`config.mk`:
```
export PLATFORM = sky130hd
export DESIGN_NAME = result_stream_buffer
export DESIGN_NICKNAME = d
export VERILOG_FILES = /design/src/rtl/filter_pkg.sv /design/src/rtl/result_fifo.sv /design/src/rtl/result_stream_buffer.sv
export SDC_FILE = /design/constraint.sdc
export NUM_CORES = 1
export LEC_CHECK = 0
export CAP_MARGIN = 0
export CORE_UTILIZATION = 50
export CTS_CLUSTER_SIZE = 20
export DETAILED_ROUTE_END_ITERATION = 8
export HOLD_SLACK_MARGIN = 0.08
export PLACE_DENSITY = 0.7
export SYNTH_ARGS = -nofsm -noshare
export SYNTH_HDL_FRONTEND = slang
export SYNTH_SLANG_ARGS = --single-unit
```
`constraint.sdc`:
```
create_clock -name clk -period 13.3 [get_ports clk]
set_input_delay 1.995 -clock clk [delete_from_list [all_inputs] [get_ports clk]]
set_output_delay 1.995 -clock clk [all_outputs]
set_load 0.005 [all_outputs]
```
`src/rtl/filter_pkg.sv`:
```
// Shared types for the filter result path: pixel word, buffer FSM states, default depth.
package filter_pkg;

   typedef logic [31:0] pixel_t;

   typedef enum logic [1:0] {
      IDLE    = 2'd0,
      CAPTURE = 2'd1,
      DRAIN   = 2'd2
   } rsb_state_t;

   localparam int RSB_DEFAULT_DEPTH = 8;

endpackage

```
`src/rtl/result_fifo.sv`:
```
// First-word-fall-through FIFO: head word is always on rd_data, pointers wrap modulo DEPTH.
module result_fifo
   import filter_pkg::*;
#(
   parameter int DEPTH = RSB_DEFAULT_DEPTH,
   parameter int AW    = $clog2(DEPTH)
) (
   input  logic          clk,
   input  logic          n_rst,
   input  logic          push,
   input  logic          pop,
   input  pixel_t        wr_data,
   output pixel_t        rd_data,
   output logic          full,
   output logic          empty,
   output logic [AW:0]   count
);

   pixel_t          mem [DEPTH];
   logic [AW-1:0]   wr_ptr;
   logic [AW-1:0]   rd_ptr;
   logic            do_push;
   logic            do_pop;

   assign full    = (count == (AW+1)'(DEPTH));
   assign empty   = (count == '0);
   assign do_push = push && !full;
   assign do_pop  = pop && !empty;
   assign rd_data = mem[rd_ptr];

   // Storage is deliberately left out of reset; only the bookkeeping is cleared.
   always_ff @(posedge clk) begin
      if (do_push) begin
         mem[wr_ptr] <= wr_data;
      end
   end

   always_ff @(posedge clk) begin
      if (!n_rst) begin
         wr_ptr <= '0;
         rd_ptr <= '0;
         count  <= '0;
      end else begin
         if (do_push) begin
            wr_ptr <= wr_ptr + AW'(1);
         end
         if (do_pop) begin
            rd_ptr <= rd_ptr + AW'(1);
         end
         case ({do_push, do_pop})
            2'b10:   count <= count + (AW+1)'(1);
            2'b01:   count <= count - (AW+1)'(1);
            default: count <= count;
         endcase
      end
   end

endmodule

```
`src/rtl/result_stream_buffer.sv`:
```
// Frame-oriented result buffer between the filter and PCIe TX.
// Optional dropped-word counter port enabled by defining RESULT_BUF_DROP_CNT_EN.
module result_stream_buffer
   import filter_pkg::*;
#(
   parameter int DEPTH = RSB_DEFAULT_DEPTH,
   parameter int CNT_W = 16
) (
   input  logic             clk,
   input  logic             n_rst,
   input  logic             frame_start,
   input  logic [CNT_W-1:0] frame_words,
   input  logic             in_valid,
   input  pixel_t           in_data,
   output logic             in_ready,
   output logic             out_valid,
   output pixel_t           out_data,
   input  logic             out_ready,
   output logic             busy,
`ifdef RESULT_BUF_DROP_CNT_EN
   output logic             frame_done,
   output logic [15:0]      drop_cnt
`else
   output logic             frame_done
`endif
);

   localparam int AW = $clog2(DEPTH);

   rsb_state_t       state;
   logic [CNT_W-1:0] words_left;
   logic             push;
   logic             pop;
   logic             full;
   logic             empty;
   logic [AW:0]      count;
   logic             drain_empty;

   assign in_ready  = (state == CAPTURE) && !full;
   assign out_valid = !empty;
   assign push      = in_valid && in_ready;
   assign pop       = out_valid && out_ready;
   assign busy      = (state != IDLE);

   // Nothing is pushed while draining, so the FIFO is empty after this edge
   // when it already is, or when the last word leaves now.
   assign drain_empty = empty || ((count == (AW+1)'(1)) && pop);

   result_fifo #(
      .DEPTH (DEPTH),
      .AW    (AW)
   ) u_fifo (
      .clk     (clk),
      .n_rst   (n_rst),
      .push    (push),
      .pop     (pop),
      .wr_data (in_data),
      .rd_data (out_data),
      .full    (full),
      .empty   (empty),
      .count   (count)
   );

   always_ff @(posedge clk) begin
      if (!n_rst) begin
         state      <= IDLE;
         words_left <= '0;
         frame_done <= 1'b0;
      end else begin
         frame_done <= 1'b0;
         case (state)
            IDLE: begin
               if (frame_start) begin
                  words_left <= frame_words;
                  state      <= (frame_words == '0) ? DRAIN : CAPTURE;
               end
            end
            CAPTURE: begin
               if (push) begin
                  words_left <= words_left - CNT_W'(1);
                  if (words_left == CNT_W'(1)) begin
                     state <= DRAIN;
                  end
               end
            end
            DRAIN: begin
               if (drain_empty) begin
                  frame_done <= 1'b1;
                  state      <= IDLE;
               end
            end
            default: state <= IDLE;
         endcase
      end
   end

`ifdef RESULT_BUF_DROP_CNT_EN
   logic drop;
   assign drop = in_valid && !in_ready;

   // A frame start clears the count, but a drop on that same edge still counts.
   always_ff @(posedge clk) begin
      if (!n_rst) begin
         drop_cnt <= '0;
      end else if ((state == IDLE) && frame_start) begin
         drop_cnt <= drop ? 16'd1 : 16'd0;
      end else if (drop && (drop_cnt != 16'hFFFF)) begin
         drop_cnt <= drop_cnt + 16'd1;
      end
   end
`endif

endmodule

```
After elaboration in Yosys (flattened, before gate mapping)

Memory sizes are Yosys's and may differ from the RTL's. A register that Yosys moved wholly into a read port is not among the register bits.
Index checks and enable logic that the tools add are counted.

$add $sub $neg: 5
Eq/ne operators: 11
Muxes and demuxes: 15
Reductions and logical operators: 18

Operator list:

| operator                | number |
|---|---|
| $mux W16                | 2 |
| $pmux W16 S2            | 1 |
| $eq A16 B1 Y1 const B   | 1 |
| $logic_not A16 Y1       | 1 |
| $sub A16 B1 Y16 const B | 1 |
| $mux W2                 | 5 |
| $pmux W4 S2             | 1 |
| $add A3 B1 Y3 const B   | 2 |
| $logic_and A1 B1 Y1     | 6 |
| $mux W3                 | 2 |
| $pmux W2 S3             | 1 |
| $reduce_bool A2 Y1      | 3 |
| $add A4 B1 Y4 const B   | 1 |
| $eq A2 B1 Y1 const B    | 2 |
| $eq A2 B2 Y1 const B    | 2 |
| $eq A4 B1 Y1 const B    | 1 |
| $eq A4 B4 Y1 const B    | 1 |
| $logic_not A4 Y1        | 1 |
| $ne A2 B1 Y1 const B    | 2 |
| $ne A2 B2 Y1 const B    | 2 |
| $reduce_and A4 Y1       | 1 |
| $sub A4 B1 Y4 const B   | 1 |
| $mux W1                 | 3 |
| $reduce_and A3 Y1       | 1 |
| 4 further kinds         | 5 |

Memory bits (writable): 256
Logic and storage cells: 56
Output and inout port bits: 36
Register bits: 29
Input bits: 53
Memories: 1

Memory list:

| name       | words | bits a word | rd ports | clocked after memory_dff | wr ports | RTL line          | RTL |
|---|---|---|---|---|---|---|---|
| u_fifo.mem | 8     | 32          | 1        | 1                        | 1        | result_fifo.sv:19 | `pixel_t mem [DEPTH];` |

Longest topological paths before layout

Gate-level depths: netlist (run 1).

Depth after elaboration: 7
Depth in mapped cells: 10
Gate-level depth less buffers: 10

Cells and area by module

A second synthesis (run 1) with hierarchy kept.

Cell total of the unflattened synthesis: 608
Area, all modules: 11696.2 µm²

Modules (own cells, without submodules):

| module               | times used | seq. area each (µm²) | cells each | area an instance (µm²) |
|---|---|---|---|---|
| result_fifo          | 1          | 7947.6               | 447        | 10441.3 |
| result_stream_buffer | 1          | 380.4                | 161        | 1255.0 |

Worst setup path before layout (run 1)

OpenSTA, ideal clock, no wires.

Path kind: input-to-reg
Start: input in_valid
End: memory u_fifo.mem[0][0] in the netlist's numbering, enable pin
Path slack: 7.088 ns
Data arrival time: 5.710 ns
Setup time: 0.502 ns
Required time: 12.798 ns
Buffers on the path: 0
Stages on the path: 4
Path through: nand3b_1 > nor2_1 > clkinv_1 > nor4_1

Word-level cells in the longest chain between the ends: 4

Ends and longest elaborated chain:

| item                          | RTL line                   | RTL |
|---|---|---|
| start, declared               | result_stream_buffer.sv:13 | `input logic in_valid,` |
| $logic_and A1 B1 Y1           | result_stream_buffer.sv:41 | `assign push = in_valid && in_ready;` |
| $logic_and A1 B1 Y1           | result_fifo.sv:27          | `assign do_push = push && !full;` |
| $mux W1                       | result_fifo.sv:33          | `if (do_push) begin` |
| $mux W1 (implied by the code) | result_fifo.sv:34          | `mem[wr_ptr] <= wr_data;` |
| end, declared                 | result_fifo.sv:19          |  |

No other way between the ends.

==> impl_metrics.tcl, run 1 <==
set metrics [dict create \
    outcome "completed" \
    wl_met1_um 9586 \
    hold_viol_final 0 \
    rsz0062_at_grt "no" \
    nNetsFinal 769 \
    cts-root-buf "clkbuf_16" \
    first_iter_violations 440 \
    syn_area_mm2 0.01148 \
    synthAdderAreaFrac 0.008720 \
    path_max_fanout 46 \
    clk_latency_ns 0.54 \
    postCtsSetupRepairBufs 0 \
    slew_headroom 0.3039 \
    drive_gt1_frac 0.2411 \
    period_minus_slack_ns 5.298 \
    yosysUniqueCellTypes 61 \
    io_pins 89 \
    vdd_drop_max_uv 90.29 \
    cp.required_ns 11.31 \
    grt_pass1_wl_um 34810 \
    hold_ws_ns 0.4974 \
    syn_avg_cell_area_um2 18.97 \
    htreeDepth 1 \
    synth_compound_area_frac 0.03717 \
    cts_tree "done" \
    synth_top_family_by_area "multiplexers" \
    wl_met2_um 11060 \
    min_path_cells 2 \
    drt-pass1-iter-count 5 \
    fin_util 0.6029 \
    yosysWarnings 0 \
    yosys.area.top_type "edfxtp_1" \
    cp.arrival_ns 3.30 \
    vias_per_cell 5.960 \
    setup-violations-final 0 \
    initial_core_util 0.5085 \
    r2r_cells 5 \
    clkSinkCount 288 \
    p_per_area_mw_per_mm2 179.3 \
    critPathLaunchType "flop" \
    worst_slew_pin_slew_ns 1.044 \
    routed_wl_um 22210 \
    port_buffers 88 \
    period_share 0.3984 \
    synthSimpleGateAreaFrac 0.04840 \
    vias 6049 \
    rows 55 \
    cp-end-kind "output port" \
    postRouteAntennaNets 0 \
    p_leak_nw 4.265 \
    synth_edf_count 256 \
    finClkSkew_ns 0.01531 \
    numCtsBuffers 28 \
    antenna_found_initial 0 \
    dieHeight_um 153.5 \
    die_w_um 153.5 \
    slew_viol_final 0 \
    overflow 0 \
    routedWlPerCell_um 21.88 \
    syn-num-nets 666 \
    grt_pass1_vias 6289 \
    muxShareOfSynthArea 0.1578 \
    ys_seq_elements 288 \
    hold_buffers 0 \
    place.gp.congestion 0.9006 \
    drc_errors 0 \
    synth_xor_area_frac 0.005341 \
    ys.flop_type "edfxtp_1" \
    fmax_mhz 188.7 \
    grt_usage 0.1926 \
    maxUsedRoutingLayer "met4" \
    final.setup.tns_ns 0 \
    hold_path.class "flop to flop" \
    cts.reportedPaths.clkPinSlew_ns 0.06 \
    synthDominantCellAreaShare 0.6697 \
    grt_max_degree 47 \
    syn_inst 605 \
    async_reset_ff_frac 0 \
    worstSetupPathType "flop to output port" \
    die-area_mm2 0.02357 \
    hpwlAfterDp_um 13030 \
    synth.area.top_cells "edfxtp_1 67%, mux4_2 13%, dfxtp_1 5.6%" \
    seq_area_frac_synth 0.7255 \
    syn2layout_area_growth_pct 18.55 \
    clockBufferDepth 3 \
    antennaDiodeCount 0 \
    max_cap_violations 0 \
    cts.repair.resized 0 \
    core-area_mm2 0.02257 \
    wl_met3_um 1294 \
]
## worst paths after layout
path / to / slack [ns] / start
worst max register to register: u_fifo.mem[3][0] / 10.25 / state[0]
worst min register to register: flop / 0.50 / u_fifo.rd_ptr[1]
worst max-delay path: out_data[26] / 8.00 / flop
worst min-delay path: flop / 0.50 / u_fifo.rd_ptr[1]
## critical path, stage by stage, from the launching register on
cell and delay, ns:
dfxtp_4 0.59, buf_4 0.78, mux4_2 0.59, mux2_2 0.31, clkdlybuf4s50_1 0.45
## state kept, by name (all words and copies together) (netlist names), named ones only
register       cells
u_fifo.mem       256
words_left        16
u_fifo.count       4
u_fifo.rd_ptr      3
u_fifo.wr_ptr      3
state              2
frame_done         1
## logic make-up (layout without fill, tap and decap cells)
group,count (synthesis),count (layout)
flops,288,288
simple gates,99,99
mux,97,97
compound gates,65,65
buf+inv,41,166
fa+ha+maj,8,8
xor+xnor,7,7
## synth_stat cells, drive strengths merged, types with 2 or more instances
cell type / number
edfxtp: 256
mux4: 64
dfxtp: 32
mux2: 32
clkbuf: 19
nor2: 19
a21oi: 18
o21ai: 17
nand2: 15
nor4: 13
buf: 11
inv: 10
nor3: 10
ha: 8
or3: 6
nand2b: 5
xor2: 5
nand3: 4
or4: 4
a211oi: 3
a221oi: 3
nand3b: 3
o22ai: 3
o31ai: 3
or2: 3
or3b: 3
and2: 2
and3: 2
and4: 2
nand4: 2
nor3b: 2
o211ai: 2
o21a: 2
o221a: 2
xnor2: 2
## layout by cell type, fill, tap and decap left out, drive strengths merged, types with 5 or more instances in the layout
cell and n:
edfxtp 256, clkdlybuf4s50 88, mux4 64, mux2 32
dfxtp 32, clkbuf 31, nor2 19, a21oi 18
o21ai 17, clkinv 16, nand2 15, buf 15
nor4 13, inv 10, nor3 10, ha 8
or3 6, nand2b 5, xor2 5
## report_power, final
group          internal (mW)  switching (mW)  total, mW
sequential              1.04          0.0664       1.10
combinational          0.326           0.261      0.588
clock                  0.425           0.322      0.747
## per-stage QoR
step                std cells  cell area [µm²]  total power [mW]  setup slack [ns]
floorplan                 605            11480             1.511             7.088
global placement          963            12730             1.697             8.453
detailed placement        963            12730             1.713             8.453
CTS                      1015            13610             2.463             7.851
global route             1015            13610             2.557             7.743
finish                   1015            13610             2.440             8.002
## final cells by class
class	instances	area, µm²
flip-flops and latches	288	8334
clock inverters	21	166.4
multi-input cells	276	3004
repair buffers	103	993.5
well taps	285	356.6
fillers	1596	8964
clock buffers	31	711.9
inverters	11	41.29
## layer usage
layer  track usage  vias to the layer above
met2        0.3197                      202
met5             0                        -
met3       0.03241                       31
li1              -                     2700
met4       0.04238                        0
met1        0.2701                     3116
(Power assumes the default switching activity.)
==> run 2, diff against run 1 <==
==> constraint.sdc (replaced) <==
create_clock -name clk -period 5.1 [get_ports clk]
set_input_delay 0.765 -clock clk [delete_from_list [all_inputs] [get_ports clk]]
set_output_delay 0.765 -clock clk [all_outputs]
set_load 0.005 [all_outputs]
==> run 2 against run 1 <==
  * Register-to-register slack got worse by 8.2 ns
  * Non-clock buffer count fell by 6
  * Routed wire length down 2.1%
  * Total power grew to 2.6 times the previous value
  * Design area about the same
  * Setup slack lost 6.7 ns
  * Sequential power rose to 2.6 times the previous value
  * Die area unchanged
  * Critical path type unchanged
  * Critical endpoint is now out_data[3]
==> impl_metrics.tcl, run 2 (same netlist as run 1, synthesis figures left out) <==
set metrics [dict create \
    outcome "completed" \
    power.switching_mw 1.709 \
    hold_viol_final 0 \
    rsz0062_at_grt "no" \
    die_w_um 153.5 \
    p_per_area_mw_per_mm2 472.9 \
    reg.largest.list "u_fifo.mem x256, words_left x16, u_fifo.count x4" \
    finClkSkew_ns 0.02017 \
    vias 5999 \
    worst_slew_pin_slew_ns 1.148 \
    p_leak_nw 4.261 \
    cp-end-kind "output port" \
    seq_power_share 0.453 \
    regMostFlops "u_fifo.mem" \
    cts.repair.resized 0 \
    numCtsBuffers 30 \
    io_pins 89 \
    largest_reg_flops 256 \
    p_comb_frac 0.236 \
    drive_gt1_frac 0.2294 \
    overflow 0 \
    critPathLaunchType "flop" \
    hold_path.class "flop to flop" \
    fmax_mhz 262.4 \
    nFillCells 1632 \
    max_cap_violations 0 \
    setup_slack_ns 1.289 \
    rows 55 \
    period_share 0.7473 \
    port_buffers 88 \
    vias_per_cell 5.922 \
    place.gp.congestion 0.8651 \
    routedWlPerCell_um 21.47 \
    die-area_mm2 0.02357 \
    vdd_drop_max_uv 295.1 \
    dieHeight_um 153.5 \
    grt_pass1_wl_um 34310 \
    mostFrequentLayoutCells "256 x edfxtp_1, 88 x clkdlybuf4s50_1, 64 x mux4_2" \
    postCtsSetupRepairBufs 0 \
    swShare 0.2655 \
    period_minus_slack_ns 3.811 \
    slew_viol_final 0 \
    cts_tree "done" \
    slew_headroom 0.2327 \
    antenna_found_initial 0 \
    final.setup.tns_ns 0 \
    htreeDepth 1 \
    clkSinkCount 288 \
    hold_ws_ns 0.4971 \
    first_iter_violations 422 \
    hpwlAfterDp_um 12770 \
    grt_usage 0.1892 \
    routed_wl_um 21750 \
    drt-pass1-iter-count 5 \
    clk_latency_ns 0.55 \
    nNetsFinal 765 \
    syn2layout_area_growth_pct 18.60 \
    clockPowerShare 0.312 \
    pre_cts_slack_ns 1.600 \
    setup-violations-final 0 \
    antennaDiodeCount 0 \
    cts-root-buf "clkbuf_16" \
    mostFrequentLayoutCell "edfxtp_1" \
    worstSetupPathType "flop to output port" \
    grt_pass1_vias 6152 \
    grt_max_degree 65 \
    core-area_mm2 0.02257 \
    postRouteAntennaNets 0 \
    drc_errors 0 \
    path_max_fanout 39 \
    cp.arrival_ns 3.05 \
    initial_core_util 0.5085 \
    internal-power_mw 4.729 \
    hold_buffers 0 \
    clockBufferDepth 3 \
    cts.reportedPaths.clkPinSlew_ns 0.06 \
    cp.required_ns 4.34 \
]
## run 2: worst paths after layout
path / slack [ns] / cells after the start / from / to
worst max-delay path: 1.29 / 4 / flop / out_data[3]
worst min register to register: 0.50 / 2 / words_left[15] / words_left[15]
worst min-delay path: 0.50 / 2 / words_left[15] / words_left[15]
worst max register to register: 2.10 / 6 / u_fifo.count[0] / u_fifo.mem[3][31]
## run 2: cell type report
| type | count | area (µm²) | share of cell area |
|---|---|---|---|
| Clock buffer | 40 | 808.3 | 0.05937 |
| Multi-Input combinational cell | 276 | 3004 | 0.2207 |
| Clock inverter | 16 | 107.6 | 0.007904 |
| Inverter | 11 | 41.29 | 0.003033 |
| Sequential cell | 288 | 8334 | 0.6122 |
| Tap cell | 285 | 356.6 | 0.02619 |
| Timing Repair Buffer | 97 | 960.9 | 0.07059 |
## run 2: critical path, cell delays in order (launching register included)
cell and delay, ns:
dfxtp_4 0.85, buf_12 0.32, mux4_2 0.54, mux2_2 0.29, clkdlybuf4s50_1 0.45
## run 2: power groups by stage
stage / sequential (mW) / combinational, mW / clock [mW]
2_1_floorplan: 2.83 / 1.11 / 0
3_3_place_gp: 2.95 / 1.48 / 0
3_5_place_dp: 2.97 / 1.52 / 0
4_1_cts: 2.92 / 1.53 / 2.05
5_1_grt: 2.95 / 1.64 / 2.14
6_report: 2.91 / 1.52 / 2.01
## run 2: metrics by stage
stage | cells | util | instance area [µm²] | total power, mW
after CTS | 1013 | 0.6031 | 13610 | 6.499
after global placement | 957 | 0.5625 | 12700 | 4.428
after floorplan | 605 | - | 11480 | 3.940
after detailed placement | 957 | 0.5625 | 12700 | 4.485
final | 1013 | 0.6031 | 13610 | 6.438
after global routing | 1013 | 0.6031 | 13610 | 6.720
## run 2: routing by layer
metal	track usage	share of wire	up-vias
li1	-	-	2696
met1	0.2520	0.43	3074
met2	0.3260	0.50	192
met3	0.02762	0.047	37
met4	0.05476	0.021	0
met5	0	0	-
==> run 3, diff against run 2 <==
==> constraint.sdc (replaced) <==
create_clock -name clk -period 3.9 [get_ports clk]
set_input_delay 0.585 -clock clk [delete_from_list [all_inputs] [get_ports clk]]
set_output_delay 0.585 -clock clk [all_outputs]
set_load 0.005 [all_outputs]
==> run 3 against run 2 <==
  * Setup slack worse by 0.84 ns
  * Sequential share of layout area is 0.52 points lower
  * Combinational power is 32% higher
  * Design area is 0.89% higher
  * Non-clock buffer count rose by 4
  * Clock-buffer cell count decreased by 3
  * Largest cell class unchanged
  * Largest power group unchanged
==> impl_metrics.tcl, run 3 (same netlist as run 1, synthesis figures left out) <==
set metrics [dict create \
    outcome "completed" \
    regMostFlops "u_fifo.mem" \
    hpwlAfterDp_um 13000 \
    rrSetupSlack_ns 1.05 \
    grt_max_degree 39 \
    p_per_area_mw_per_mm2 620.4 \
    core-area_mm2 0.02257 \
    grt_pass1_wl_um 34500 \
    grt_use_met3 0.02931 \
    fmax_mhz 289.5 \
    postCtsSetupRepairBufs 0 \
    nNetsFinal 768 \
    r2r_start "u_fifo.count[0]" \
    hp-start "u_fifo.rd_ptr[1]" \
    first_iter_violations 371 \
    cts.repair.resized 0 \
    vdd_drop_max_uv 312.0 \
    path_max_fanout 24 \
    vias 6016 \
    clkSinkCount 288 \
    period_share 0.8858 \
    io_pins 89 \
    cp-end-kind "output port" \
    drive_gt1_frac 0.2483 \
    setup-violations-final 0 \
    worstSetupPathType "flop to output port" \
    max_cap_violations 0 \
    antenna_found_initial 0 \
    hold_viol_final 0 \
    min_path_cells 2 \
    drt-pass1-iter-count 7 \
    slew_headroom 0.3100 \
    p_leak_nw 4.305 \
    timing.rr.end "u_fifo.count[2]" \
    postRouteAntennaNets 0 \
    cp.required_ns 3.31 \
    drc_errors 0 \
    use_met2 0.3361 \
    finClkSkew_ns 0.008709 \
    hold_ws_ns 0.4856 \
    place.gp.congestion 0.8390 \
    overflow 0 \
    cts_tree "done" \
    mostFrequentLayoutCell "edfxtp_1" \
    pre_cts_slack_ns 0.7790 \
    period_minus_slack_ns 3.454 \
    htreeDepth 1 \
    reg.largest.list "u_fifo.mem x256, words_left x16, u_fifo.count x4" \
    die-area_mm2 0.02357 \
    largest_reg_flops 256 \
    met1_usage 0.2477 \
    antennaDiodeCount 0 \
    rows 55 \
    setup_slack_ns 0.4455 \
    routed_wl_um 22040 \
    initial_core_util 0.5085 \
    grt_pass1_vias 6446 \
    fin_total_pwr_mw 8.520 \
    critPathLaunchType "flop" \
    nFillCells 1637 \
    die_w_um 153.5 \
    cts-root-buf "clkbuf_16" \
    clk_latency_ns 0.53 \
    dieHeight_um 153.5 \
    hold_buffers 0 \
    mostFrequentLayoutCells "256 x edfxtp_1, 88 x clkdlybuf4s50_1, 64 x mux4_2" \
    worst_slew_pin_slew_ns 1.035 \
    clockBufferDepth 3 \
    grt_usage 0.1907 \
    vias_per_cell 5.933 \
    syn2layout_area_growth_pct 19.65 \
    slew_viol_final 0 \
    rsz0062_at_grt "no" \
    top_usage_layer "met2" \
    hold_path.class "flop to flop" \
    port_buffers 88 \
    cp.arrival_ns 2.87 \
    routedWlPerCell_um 21.74 \
    numCtsBuffers 29 \
    r2r_cells 8 \
    cts.reportedPaths.clkPinSlew_ns 0.06 \
]
==> run 3: worst max-delay path by stage <==
stage | from | endpoint | slack, ns | cells after the start
3_5_place_dp | in_valid | u_fifo.mem[2][19] | 0.78 | 6
5_1_grt | flop | out_data[29] | 0.26 | 4
4_1_cts | flop | out_data[29] | 0.36 | 4
3_3_place_gp | in_valid | u_fifo.mem[2][28] | 0.86 | 6
6_report | flop | out_data[29] | 0.45 | 4
2_1_floorplan | u_fifo.count[0] | u_fifo.mem[4][0] | -0.26 | 6
==> run 3: report_power, final <==
group | internal, mW | switching [mW]
sequential | 3.54 | 0.243
combinational | 1.13 | 0.882
clock | 1.59 | 1.13
total | 6.27 | 2.25
==> run 3: critical path: stages (launching register included) <==
cell,delay [ns]
dfxtp_4,0.67
buf_4,0.37
mux4_2,0.54
mux2_2,0.30
clkdlybuf4s50_1,0.44
==> run 3: through the flow <==
stage | utilization | setup TNS, ns | instance area [µm²] | cells
CTS | 0.6085 | 0 | 13730 | 1014
floorplan | - | -25.35 | 11490 | 605
global placement | 0.5663 | 0 | 12780 | 961
global route | 0.6085 | 0 | 13730 | 1014
detailed placement | 0.5663 | 0 | 12780 | 961
finish | 0.6085 | 0 | 13730 | 1014
==> run 3: layer usage <==
metal / vias to the layer above / share of wire
li1: 2693 / -
met1: 3076 / 0.41
met2: 214 / 0.51
met3: 33 / 0.055
met4: 0 / 0.018
met5: - / 0
==> run 3: area by class of cell <==
| class | count | area [µm²] | area share |
|---|---|---|---|
| Clock inverter | 16 | 146.4 | 0.01066 |
| Clock buffer | 37 | 805.8 | 0.05867 |
| Multi-Input combinational cell | 276 | 3019 | 0.2198 |
| Tap cell | 285 | 356.6 | 0.02596 |
| Sequential cell | 288 | 8337 | 0.6070 |
| Inverter | 11 | 41.29 | 0.003006 |
| Timing Repair Buffer | 101 | 1028 | 0.07488 |
